`src/rtl/alu_cmd_ctrl_if.sv`:
```
// Byte-stream, register-file, ALU and transmit signals shared between the
// command sequencer (master) and its surroundings (slave).
interface alu_cmd_ctrl_if #(
    parameter int DATA_WIDTH = 8,
    parameter int ADDR_WIDTH = 4,
    parameter int FUN_WIDTH  = 4
);
    logic [DATA_WIDTH-1:0]   RX_P_DATA;
    logic                    RX_D_VLD;
    logic [2*DATA_WIDTH-1:0] ALU_OUT;
    logic                    ALU_OUT_VALID;
    logic                    TX_BUSY;
    logic [FUN_WIDTH-1:0]    ALU_FUN;
    logic                    ALU_EN;
    logic                    CLK_GATE_EN;
    logic                    RF_WrEn;
    logic [ADDR_WIDTH-1:0]   RF_Address;
    logic [DATA_WIDTH-1:0]   RF_WrData;
    logic [DATA_WIDTH-1:0]   TX_P_DATA;
    logic                    TX_D_VLD;
    logic                    ERR;

    modport master (
        input  RX_P_DATA, RX_D_VLD, ALU_OUT, ALU_OUT_VALID, TX_BUSY,
        output ALU_FUN, ALU_EN, CLK_GATE_EN, RF_WrEn, RF_Address, RF_WrData,
               TX_P_DATA, TX_D_VLD, ERR
    );

    modport slave (
        output RX_P_DATA, RX_D_VLD, ALU_OUT, ALU_OUT_VALID, TX_BUSY,
        input  ALU_FUN, ALU_EN, CLK_GATE_EN, RF_WrEn, RF_Address, RF_WrData,
               TX_P_DATA, TX_D_VLD, ERR
    );
endinterface

```
`src/rtl/alu_cmd_ctrl.sv`:
```
// Command sequencer: parses UART command frames, loads RF operands, fires one
// ALU op with a timeout guard and streams the 16-bit result back low byte first.
module alu_cmd_ctrl #(
    parameter int                    DATA_WIDTH  = 8,
    parameter int                    ADDR_WIDTH  = 4,
    parameter int                    FUN_WIDTH   = 4,
    parameter logic [DATA_WIDTH-1:0] CMD_ALU_OP  = 8'hCC,
    parameter logic [DATA_WIDTH-1:0] CMD_ALU_NOP = 8'hDD,
    parameter int                    TIMEOUT     = 15
) (
    input  logic           CLK,
    input  logic           RST,
    alu_cmd_ctrl_if.master bus
);
    localparam int                CNT_W   = $clog2(TIMEOUT + 1);
    localparam logic [CNT_W-1:0] CNT_MAX = CNT_W'(TIMEOUT);

    typedef enum logic [3:0] {
        IDLE, GET_A, GET_B, GET_FUN, RUN, SEND_LO, ACK_LO, SEND_HI, ACK_HI
    } state_e;

    state_e                  state_q, state_d;
    logic [CNT_W-1:0]        cnt_q, cnt_d;
    logic [2*DATA_WIDTH-1:0] res_q, res_d;
    logic [FUN_WIDTH-1:0]    fun_q, fun_d;
    logic                    alu_en_q, alu_en_d;
    logic                    gate_q, gate_d;
    logic                    wren_q, wren_d;
    logic [ADDR_WIDTH-1:0]   addr_q, addr_d;
    logic [DATA_WIDTH-1:0]   wdata_q, wdata_d;
    logic [DATA_WIDTH-1:0]   txd_q, txd_d;
    logic                    txv_q, txv_d;
    logic                    err_q, err_d;

    always_comb begin
        state_d  = state_q;
        cnt_d    = cnt_q;
        res_d    = res_q;
        fun_d    = fun_q;
        alu_en_d = 1'b0;
        gate_d   = gate_q;
        wren_d   = 1'b0;
        addr_d   = '0;
        wdata_d  = '0;
        txd_d    = txd_q;
        txv_d    = 1'b0;
        err_d    = 1'b0;

        unique case (state_q)
            IDLE: begin
                if (bus.RX_D_VLD) begin
                    if (bus.RX_P_DATA == CMD_ALU_OP)
                        state_d = GET_A;
                    else if (bus.RX_P_DATA == CMD_ALU_NOP)
                        state_d = GET_FUN;
                end
            end
            GET_A: begin
                if (bus.RX_D_VLD) begin
                    wren_d  = 1'b1;
                    addr_d  = ADDR_WIDTH'(0);
                    wdata_d = bus.RX_P_DATA;
                    state_d = GET_B;
                end
            end
            GET_B: begin
                if (bus.RX_D_VLD) begin
                    wren_d  = 1'b1;
                    addr_d  = ADDR_WIDTH'(1);
                    wdata_d = bus.RX_P_DATA;
                    state_d = GET_FUN;
                end
            end
            GET_FUN: begin
                if (bus.RX_D_VLD) begin
                    fun_d    = bus.RX_P_DATA[FUN_WIDTH-1:0];
                    gate_d   = 1'b1;
                    alu_en_d = 1'b1;
                    cnt_d    = '0;
                    state_d  = RUN;
                end
            end
            // A result on the final counted cycle still beats the timeout.
            RUN: begin
                if (bus.ALU_OUT_VALID) begin
                    res_d   = bus.ALU_OUT;
                    gate_d  = 1'b0;
                    state_d = SEND_LO;
                end else if (cnt_q == CNT_MAX) begin
                    err_d   = 1'b1;
                    gate_d  = 1'b0;
                    state_d = IDLE;
                end else begin
                    cnt_d = cnt_q + 1'b1;
                end
            end
            SEND_LO: begin
                if (!bus.TX_BUSY) begin
                    txd_d   = res_q[DATA_WIDTH-1:0];
                    txv_d   = 1'b1;
                    state_d = ACK_LO;
                end
            end
            ACK_LO: begin
                if (bus.TX_BUSY) state_d = SEND_HI;
            end
            SEND_HI: begin
                if (!bus.TX_BUSY) begin
                    txd_d   = res_q[2*DATA_WIDTH-1:DATA_WIDTH];
                    txv_d   = 1'b1;
                    state_d = ACK_HI;
                end
            end
            ACK_HI: begin
                if (bus.TX_BUSY) state_d = IDLE;
            end
            default: state_d = IDLE;
        endcase
    end

    always_ff @(posedge CLK) begin
        if (RST) begin
            state_q  <= IDLE;
            cnt_q    <= '0;
            res_q    <= '0;
            fun_q    <= '0;
            alu_en_q <= 1'b0;
            gate_q   <= 1'b0;
            wren_q   <= 1'b0;
            addr_q   <= '0;
            wdata_q  <= '0;
            txd_q    <= '0;
            txv_q    <= 1'b0;
            err_q    <= 1'b0;
        end else begin
            state_q  <= state_d;
            cnt_q    <= cnt_d;
            res_q    <= res_d;
            fun_q    <= fun_d;
            alu_en_q <= alu_en_d;
            gate_q   <= gate_d;
            wren_q   <= wren_d;
            addr_q   <= addr_d;
            wdata_q  <= wdata_d;
            txd_q    <= txd_d;
            txv_q    <= txv_d;
            err_q    <= err_d;
        end
    end

    assign bus.ALU_FUN     = fun_q;
    assign bus.ALU_EN      = alu_en_q;
    assign bus.CLK_GATE_EN = gate_q;
    assign bus.RF_WrEn     = wren_q;
    assign bus.RF_Address  = addr_q;
    assign bus.RF_WrData   = wdata_q;
    assign bus.TX_P_DATA   = txd_q;
    assign bus.TX_D_VLD    = txv_q;
    assign bus.ERR         = err_q;
endmodule
```
`src/flat_wrapper.sv`:
```
// flat-port wrapper written by rule: the top's interface ports become plain ports
module alu_cmd_ctrl_flat 
#(
    parameter int                    DATA_WIDTH  = 8,
    parameter int                    ADDR_WIDTH  = 4,
    parameter int                    FUN_WIDTH   = 4,
    parameter logic [DATA_WIDTH-1:0] CMD_ALU_OP  = 8'hCC,
    parameter logic [DATA_WIDTH-1:0] CMD_ALU_NOP = 8'hDD,
    parameter int                    TIMEOUT     = 15
)
  (CLK, RST, bus_RX_P_DATA, bus_RX_D_VLD, bus_ALU_OUT, bus_ALU_OUT_VALID, bus_TX_BUSY, bus_ALU_FUN, bus_ALU_EN, bus_CLK_GATE_EN, bus_RF_WrEn, bus_RF_Address, bus_RF_WrData, bus_TX_P_DATA, bus_TX_D_VLD, bus_ERR);
  alu_cmd_ctrl_if #(.DATA_WIDTH(DATA_WIDTH), .ADDR_WIDTH(ADDR_WIDTH), .FUN_WIDTH(FUN_WIDTH)) bus_i ();
  input  logic CLK;
  input  logic RST;
  input wire logic [$bits(bus_i.RX_P_DATA)-1:0] bus_RX_P_DATA;
  input wire logic [$bits(bus_i.RX_D_VLD)-1:0] bus_RX_D_VLD;
  input wire logic [$bits(bus_i.ALU_OUT)-1:0] bus_ALU_OUT;
  input wire logic [$bits(bus_i.ALU_OUT_VALID)-1:0] bus_ALU_OUT_VALID;
  input wire logic [$bits(bus_i.TX_BUSY)-1:0] bus_TX_BUSY;
  output wire logic [$bits(bus_i.ALU_FUN)-1:0] bus_ALU_FUN;
  output wire logic [$bits(bus_i.ALU_EN)-1:0] bus_ALU_EN;
  output wire logic [$bits(bus_i.CLK_GATE_EN)-1:0] bus_CLK_GATE_EN;
  output wire logic [$bits(bus_i.RF_WrEn)-1:0] bus_RF_WrEn;
  output wire logic [$bits(bus_i.RF_Address)-1:0] bus_RF_Address;
  output wire logic [$bits(bus_i.RF_WrData)-1:0] bus_RF_WrData;
  output wire logic [$bits(bus_i.TX_P_DATA)-1:0] bus_TX_P_DATA;
  output wire logic [$bits(bus_i.TX_D_VLD)-1:0] bus_TX_D_VLD;
  output wire logic [$bits(bus_i.ERR)-1:0] bus_ERR;
  assign bus_i.RX_P_DATA = bus_RX_P_DATA;
  assign bus_i.RX_D_VLD = bus_RX_D_VLD;
  assign bus_i.ALU_OUT = bus_ALU_OUT;
  assign bus_i.ALU_OUT_VALID = bus_ALU_OUT_VALID;
  assign bus_i.TX_BUSY = bus_TX_BUSY;
  assign bus_ALU_FUN = bus_i.ALU_FUN;
  assign bus_ALU_EN = bus_i.ALU_EN;
  assign bus_CLK_GATE_EN = bus_i.CLK_GATE_EN;
  assign bus_RF_WrEn = bus_i.RF_WrEn;
  assign bus_RF_Address = bus_i.RF_Address;
  assign bus_RF_WrData = bus_i.RF_WrData;
  assign bus_TX_P_DATA = bus_i.TX_P_DATA;
  assign bus_TX_D_VLD = bus_i.TX_D_VLD;
  assign bus_ERR = bus_i.ERR;
  alu_cmd_ctrl #(.DATA_WIDTH(DATA_WIDTH), .ADDR_WIDTH(ADDR_WIDTH), .FUN_WIDTH(FUN_WIDTH), .CMD_ALU_OP(CMD_ALU_OP), .CMD_ALU_NOP(CMD_ALU_NOP), .TIMEOUT(TIMEOUT)) u_core (.CLK(CLK), .RST(RST), .bus(bus_i));
endmodule
```
`config.mk`:
```
export PLATFORM = sky130hd
export DESIGN_NAME = alu_cmd_ctrl_flat
export DESIGN_NICKNAME = d
export VERILOG_FILES = /design/src/rtl/alu_cmd_ctrl_if.sv /design/src/rtl/alu_cmd_ctrl.sv /design/src/flat_wrapper.sv
export SDC_FILE = /design/constraint.sdc
export NUM_CORES = 1
export LEC_CHECK = 0
export ABC_CLOCK_PERIOD_IN_PS = 2500
export BUFFER_PORTS_ARGS = -buffer_cell sky130_fd_sc_hd__buf_2
export CAP_MARGIN = 0
export CORE_MARGIN = 4
export CORE_UTILIZATION = 40
export CTS_CLUSTER_DIAMETER = 80
export CTS_CLUSTER_SIZE = 40
export DETAILED_ROUTE_END_ITERATION = 12
export PLACE_DENSITY = 0.69
export REMOVE_ABC_BUFFERS = 1
export SKIP_CTS_REPAIR_TIMING = 1
export SLEW_MARGIN = 20
export SYNTH_ARGS = -nofsm -noshare
export SYNTH_HDL_FRONTEND = slang
export SYNTH_SLANG_ARGS = --single-unit
```
`constraint.sdc`:
```
create_clock -name CLK -period 2.5 [get_ports CLK]
set_input_delay 0 -clock CLK [delete_from_list [all_inputs] [get_ports CLK]]
set_output_delay 0 -clock CLK [all_outputs]
set_load 0.005 [all_outputs]
```
==> flow_summary.yaml, run 1 <==
power:
  ir_drop_v: 0.0002949
  powerDensity_nw_per_um2: 573.2
  p_leak_uw: 0.001034
  power_uw: 1536
routing:
  drtIter0Drc: 125
  viasPerCell: 4.889
  drc: 0
  wl_per_cell_um: 12.81
  vias: 1814
  wirelength_um: 4751
  ant_nets: 0
  firstDrtPassIters: 4
timing:
  rsz0062_at_grt: "no"
  worst_slew_pin_slew_ns: 0.7710
  final.setup.tns_ns: 0
  relSlewSlack: 0.4860
  fin_worst_skew_ns: 0.009178
  fin_crit_ns: 2.060
  final-setup-viol-count: 0
  worst_slack_ns: 0.4403
  clock.fmax_mhz: 485.5
  finalHoldViolations: 0
  fin_crit_sh: 0.8239
  drv_slew: 0
global_route:
  grt_pass1_wl_um: 6955
  grt.total_usage: 0.1389
  grt_pass1_vias: 1556
  overflow: 0
  grt_max_degree: 46
  antenna_found_initial: 0
floorplanning:
  core_area_sq_um: 4848
  die_height_um: 79.80
  io_pins: 58
  die_area_sq_um: 6367
  rows: 25
  start_util: 0.4253
  fp.dieW_um: 79.80
run:
  drv_cap: 0
logic_synthesis:
  syn_avg_cell_area_sq_um: 8.850
  yosys_warnings: 0
  yosysSeqAreaShare: 0.4854
  synth_cell_types: 46
  ys.flop_type: "dfxtp_1"
  synth-async-reset-ratio: 0
  ys_seq_elements: 50
  netlist_area_sq_um: 2062
  synth_edf_count: 0
  synthCells: 233
cells_and_area:
  final_common_cell: "buf_2"
  diodes: 0
  synthToLayoutAreaGrowth_pct: 29.98
  layout.cells.non_filler: 371
  final_cell_mix: "buf_2 (54), nand2_1 (52), dfxtp_1 (50)"
  final_core_utilization: 0.5528
  num-nets-final: 333
  drive_gt1_frac: 0.2368
critical_path:
  critical_path_class: "reg -> reg"
  critPathLaunchType: "flip-flop"
  cp_max_fo: 18
  cp-end-kind: "flip-flop"
  reg2regPathDepth: 4
  crit_arrival_ns: 2.29
  crit_required_ns: 2.73
cts:
  cts_tree: "built"
  clockBufferDepth: 2
  cts_htree_levels: 2
  cts_buffers: 5
  cts_sinks: 50
  worstSkewPairLatency_ns: 0.30
  clkSlewWorstSetupHoldPaths_ns: 0.09
  root_buffer: "clkbuf_8"
placed_design:
  pre_cts_slack_ns: 0.4226
  place_inst: 338
  dp_hpwl_um: 3063
  io_buffers: 54
  gp_congestion: 0.7685
min_path:
  hold_path_class: "in -> reg"
  holdPathStages: 3
outcome:
  outcome: "completed"
-- synth_stat cells, drive strengths merged, types with 2 or more instances --
cell	count	area (sq um)
nor2	7	28.78
xor2	2	17.52
o221ai	8	70.07
nand3b	2	15.01
a211oi	2	20.02
nand2	52	195.2
buf	11	77.57
mux2i	3	30.03
nor3	5	30.03
xnor2	2	17.52
nor2b	3	18.77
nor4	2	27.53
clkbuf	7	26.28
and3	2	12.51
a31oi	2	18.77
dfxtp	50	1001
and2	11	71.32
nand3	7	35.03
nand2b	6	37.54
a21oi	31	155.2
-- flip-flops by register name, summed over array words and instances (netlist names), 4 cells and up --
| signal | cells |
|---|---|
| u_core.res_q | 16 |
| u_core.bus.RF_WrData | 8 |
| u_core.bus.TX_P_DATA | 8 |
| u_core.bus.ALU_FUN | 4 |
| u_core.cnt_q | 4 |
| u_core.state_q | 4 |
-- cell type report --
class	count	area, sq um
clock inverter	2	37.54
sequential	50	1001
clock buffer	6	72.57
inverter	2	7.507
fill	458	2168
tap	67	83.83
timing repair buffer	79	520.5
multi-input combinational	165	957.2
-- layer usage --
layer,vias up,global-route usage,share of wire
met3,7,0.03725,0.043
met1,832,0.1668,0.43
met4,0,0.06419,0.016
met5,-,0,0
met2,44,0.2304,0.51
li1,931,-,-
-- logic make-up after synthesis --
group	after synthesis	share of synthesized area
and+or+nand+nor	105	0.2670
DFF	50	0.4854
AOI/OAI and AO/OA	48	0.1469
buffers and inverters	20	0.05400
xor gates and xnor gates	4	0.01699
muxes	4	0.02184
adders and majority gates	1	0.006067
other	1	0.001819
-- metrics by stage --
step	area [sq um]	hold WS, ns
final	2680	0.09911
after global routing	2680	0.1211
after CTS	2430	-0.1077
after detailed placement	2320	0.2150
after global placement	2320	0.2144
after floorplan	1966	0.06907
-- path summary, 6_finish.rpt --
path                                   startpoint                              endpoint  slack [ns]
max                u_core.state_q[2]$_SDFFE_PP0P_         u_core.res_q[14]$_SDFFE_PP0P_        0.44
min                                  bus_RX_D_VLD   u_core.bus.RF_Address[0]$_SDFF_PP0_         0.1
max reg2reg        u_core.state_q[2]$_SDFFE_PP0P_         u_core.res_q[14]$_SDFFE_PP0P_        0.44
min reg2reg  u_core.bus.TX_P_DATA[6]$_SDFFE_PP0P_  u_core.bus.TX_P_DATA[6]$_SDFFE_PP0P_        0.45
-- critical path, cell delays in order (launching register included) --
cell     delay (ns)
dfxtp_1        0.62
nor4b_2        0.54
and2_1         0.55
nand2_1        0.13
a21oi_1        0.14
-- report_power, final --
group / switching (uW) / total, uW / internal (uW)
registers: 20.0 / 828 / 808
clock network: 261 / 560 / 299
logic: 69.2 / 148 / 79.1
Power figures use the tool's default switching activity.
==> inputs of run 2 (changes only) <==
--- a/config.mk
+++ b/config.mk
@@ -5,7 +5,7 @@
 export SDC_FILE = /design/constraint.sdc
 export NUM_CORES = 1
 export LEC_CHECK = 0
-export ABC_CLOCK_PERIOD_IN_PS = 2500
+export ABC_CLOCK_PERIOD_IN_PS = 2150
 export BUFFER_PORTS_ARGS = -buffer_cell sky130_fd_sc_hd__buf_2
 export CAP_MARGIN = 0
 export CORE_MARGIN = 4
==> constraint.sdc (replaced) <==
create_clock -name CLK -period 2.15 [get_ports CLK]
set_input_delay 0 -clock CLK [delete_from_list [all_inputs] [get_ports CLK]]
set_output_delay 0 -clock CLK [all_outputs]
set_load 0.005 [all_outputs]
==> run 2 against run 1 <==
- via count increased by 0.22%
- largest cell class unchanged
- fmax increased by 14%
- clock power increased by 16%
- highest routed layer unchanged
- final cell count increased by 1.6%
- sequential power increased by 16%
- hold slack got worse by 0.040 ns
- register-to-register slack got worse by 0.10 ns
==> flow_summary.yaml, run 2 (same netlist as run 1, synthesis figures left out) <==
routing:
  wirelength_um: 4707
  drc: 0
  viasPerCell: 4.822
  vias: 1818
  drtIter0Drc: 132
  wl_per_cell_um: 12.49
  firstDrtPassIters: 4
  ant_nets: 0
timing:
  final-setup-viol-count: 0
  finalHoldViolations: 0
  rsz0062_at_grt: "no"
  drv_slew: 0
  fin_crit_sh: 0.8424
  fin_worst_skew_ns: 0.005475
  fin_crit_ns: 1.811
  final.setup.tns_ns: 0
  clock.fmax_mhz: 552.2
cells_and_area:
  largest_reg_flops: 16
  fillers: 450
  num-nets-final: 339
  final_cell_mix: "buf_2 (54), nand2_1 (52), dfxtp_1 (50)"
  drive_gt1_frac: 0.2516
  final_common_cell: "buf_2"
  top_register: "u_core.res_q"
  synthToLayoutAreaGrowth_pct: 32.16
  diodes: 0
global_route:
  grt_pass1_vias: 1612
  grt_pass1_wl_um: 7362
  antenna_found_initial: 0
  overflow: 0
  grt.total_usage: 0.1470
  grt_max_degree: 33
critical_path:
  cp_max_fo: 5
  crit_family: "simple AND/OR/NAND/NOR gates"
  crit_buf_inv: 0
  cp-startpoint: "u_core.cnt_q[0]$_SDFFE_PP0P_"
  r2r_setup_slack_ns: 0.34
  critPathLaunchType: "flip-flop"
  crit_chain: "ha_1 > a31oi_1 > and2_4 > nor4_4 > mux2_4"
  crit_arrival_ns: 2.01
  crit_slowest_cell: "nor4_4"
  cp-end-kind: "flip-flop"
  r2r_start: "u_core.cnt_q[0]$_SDFFE_PP0P_"
  critical_path_class: "reg -> reg"
  reg2regPathDepth: 5
  path_depth: 5
  crit_path_max_incr_delay_ns: 0.42
  crit_required_ns: 2.35
  r2r-end: "u_core.state_q[0]$_SDFFE_PP0P_"
run:
  drv_cap: 0
floorplanning:
  core_area_sq_um: 4848
  start_util: 0.4253
  rows: 25
  die_area_sq_um: 6367
  io_pins: 58
  fp.dieW_um: 79.80
  die_height_um: 79.80
min_path:
  min_to: "u_core.bus.TX_D_VLD$_SDFF_PP0_"
  hold_path_class: "in -> reg"
  holdPathStages: 2
  min_from: "RST"
cts:
  root_buffer: "clkbuf_8"
  cts_buffers: 5
  clockBufferDepth: 2
  cts_tree: "built"
  cts_sinks: 50
  worstSkewPairLatency_ns: 0.30
  clkSlewWorstSetupHoldPaths_ns: 0.09
  cts_htree_levels: 2
power:
  ir_drop_v: 0.0002785
  powerDensity_nw_per_um2: 655.5
  power_uw: 1786
  p_leak_uw: 0.001064
outcome:
  outcome: "completed"
placed_design:
  gp_congestion: 0.7888
  dp_hpwl_um: 3164
  io_buffers: 54
-- run 2: cell types whose count changed in the layout (fill, tap and decap cells not counted), sizes merged --
cell / delta
buf: +6
-- run 2: metal layers --
layer  track usage  part of all wire  vias up
li1              -                 -      948
met1        0.1802              0.42      802
met2        0.2437              0.50       60
met3       0.03837             0.052        8
met4       0.06081             0.024        0
met5             0                 0        -
-- run 2: report_power, final --
| part | internal, uW | leakage (uW) | switching (uW) |
|---|---|---|---|
| registers | 939 | 0.000403 | 17.6 |
| logic | 96.4 | 0.000610 | 85.6 |
| clock network | 347 | 0.0000514 | 300 |
-- run 2: per-stage QoR --
stage	worst slack, ns	cell area (sq um)	utilization	hold slack, ns	std cells
floorplan	0.4427	1966	-	0.06907	217
CTS	0.3316	2475	0.5105	-0.09704	352
global placement	0.3763	2365	0.4877	0.2188	344
detailed placement	0.3498	2365	0.4877	0.2133	344
finish	0.3389	2725	0.5621	0.05919	377
global route	0.2094	2725	0.5621	0.07382	377
-- run 2: area by class of cell --
type	count	area [sq um]	area share
clock buffers	6	72.57	0.02663
clock inverters	2	37.54	0.01377
inverters	2	7.507	0.002755
multi-input cells	165	957.2	0.3512
flip-flops and latches	50	1001	0.3673
well taps	67	83.83	0.03076
repair buffers	85	565.5	0.2075
-- run 2: worst max-delay path by stage --
| stage | to |
|---|---|
| after CTS | u_core.state_q[0]$_SDFFE_PP0P_ |
| after global placement | u_core.state_q[0]$_SDFFE_PP0P_ |
| after global routing | u_core.res_q[3]$_SDFFE_PP0P_ |
| after floorplan | u_core.state_q[0]$_SDFFE_PP0P_ |
| after detailed placement | u_core.state_q[0]$_SDFFE_PP0P_ |
| final | u_core.state_q[0]$_SDFFE_PP0P_ |
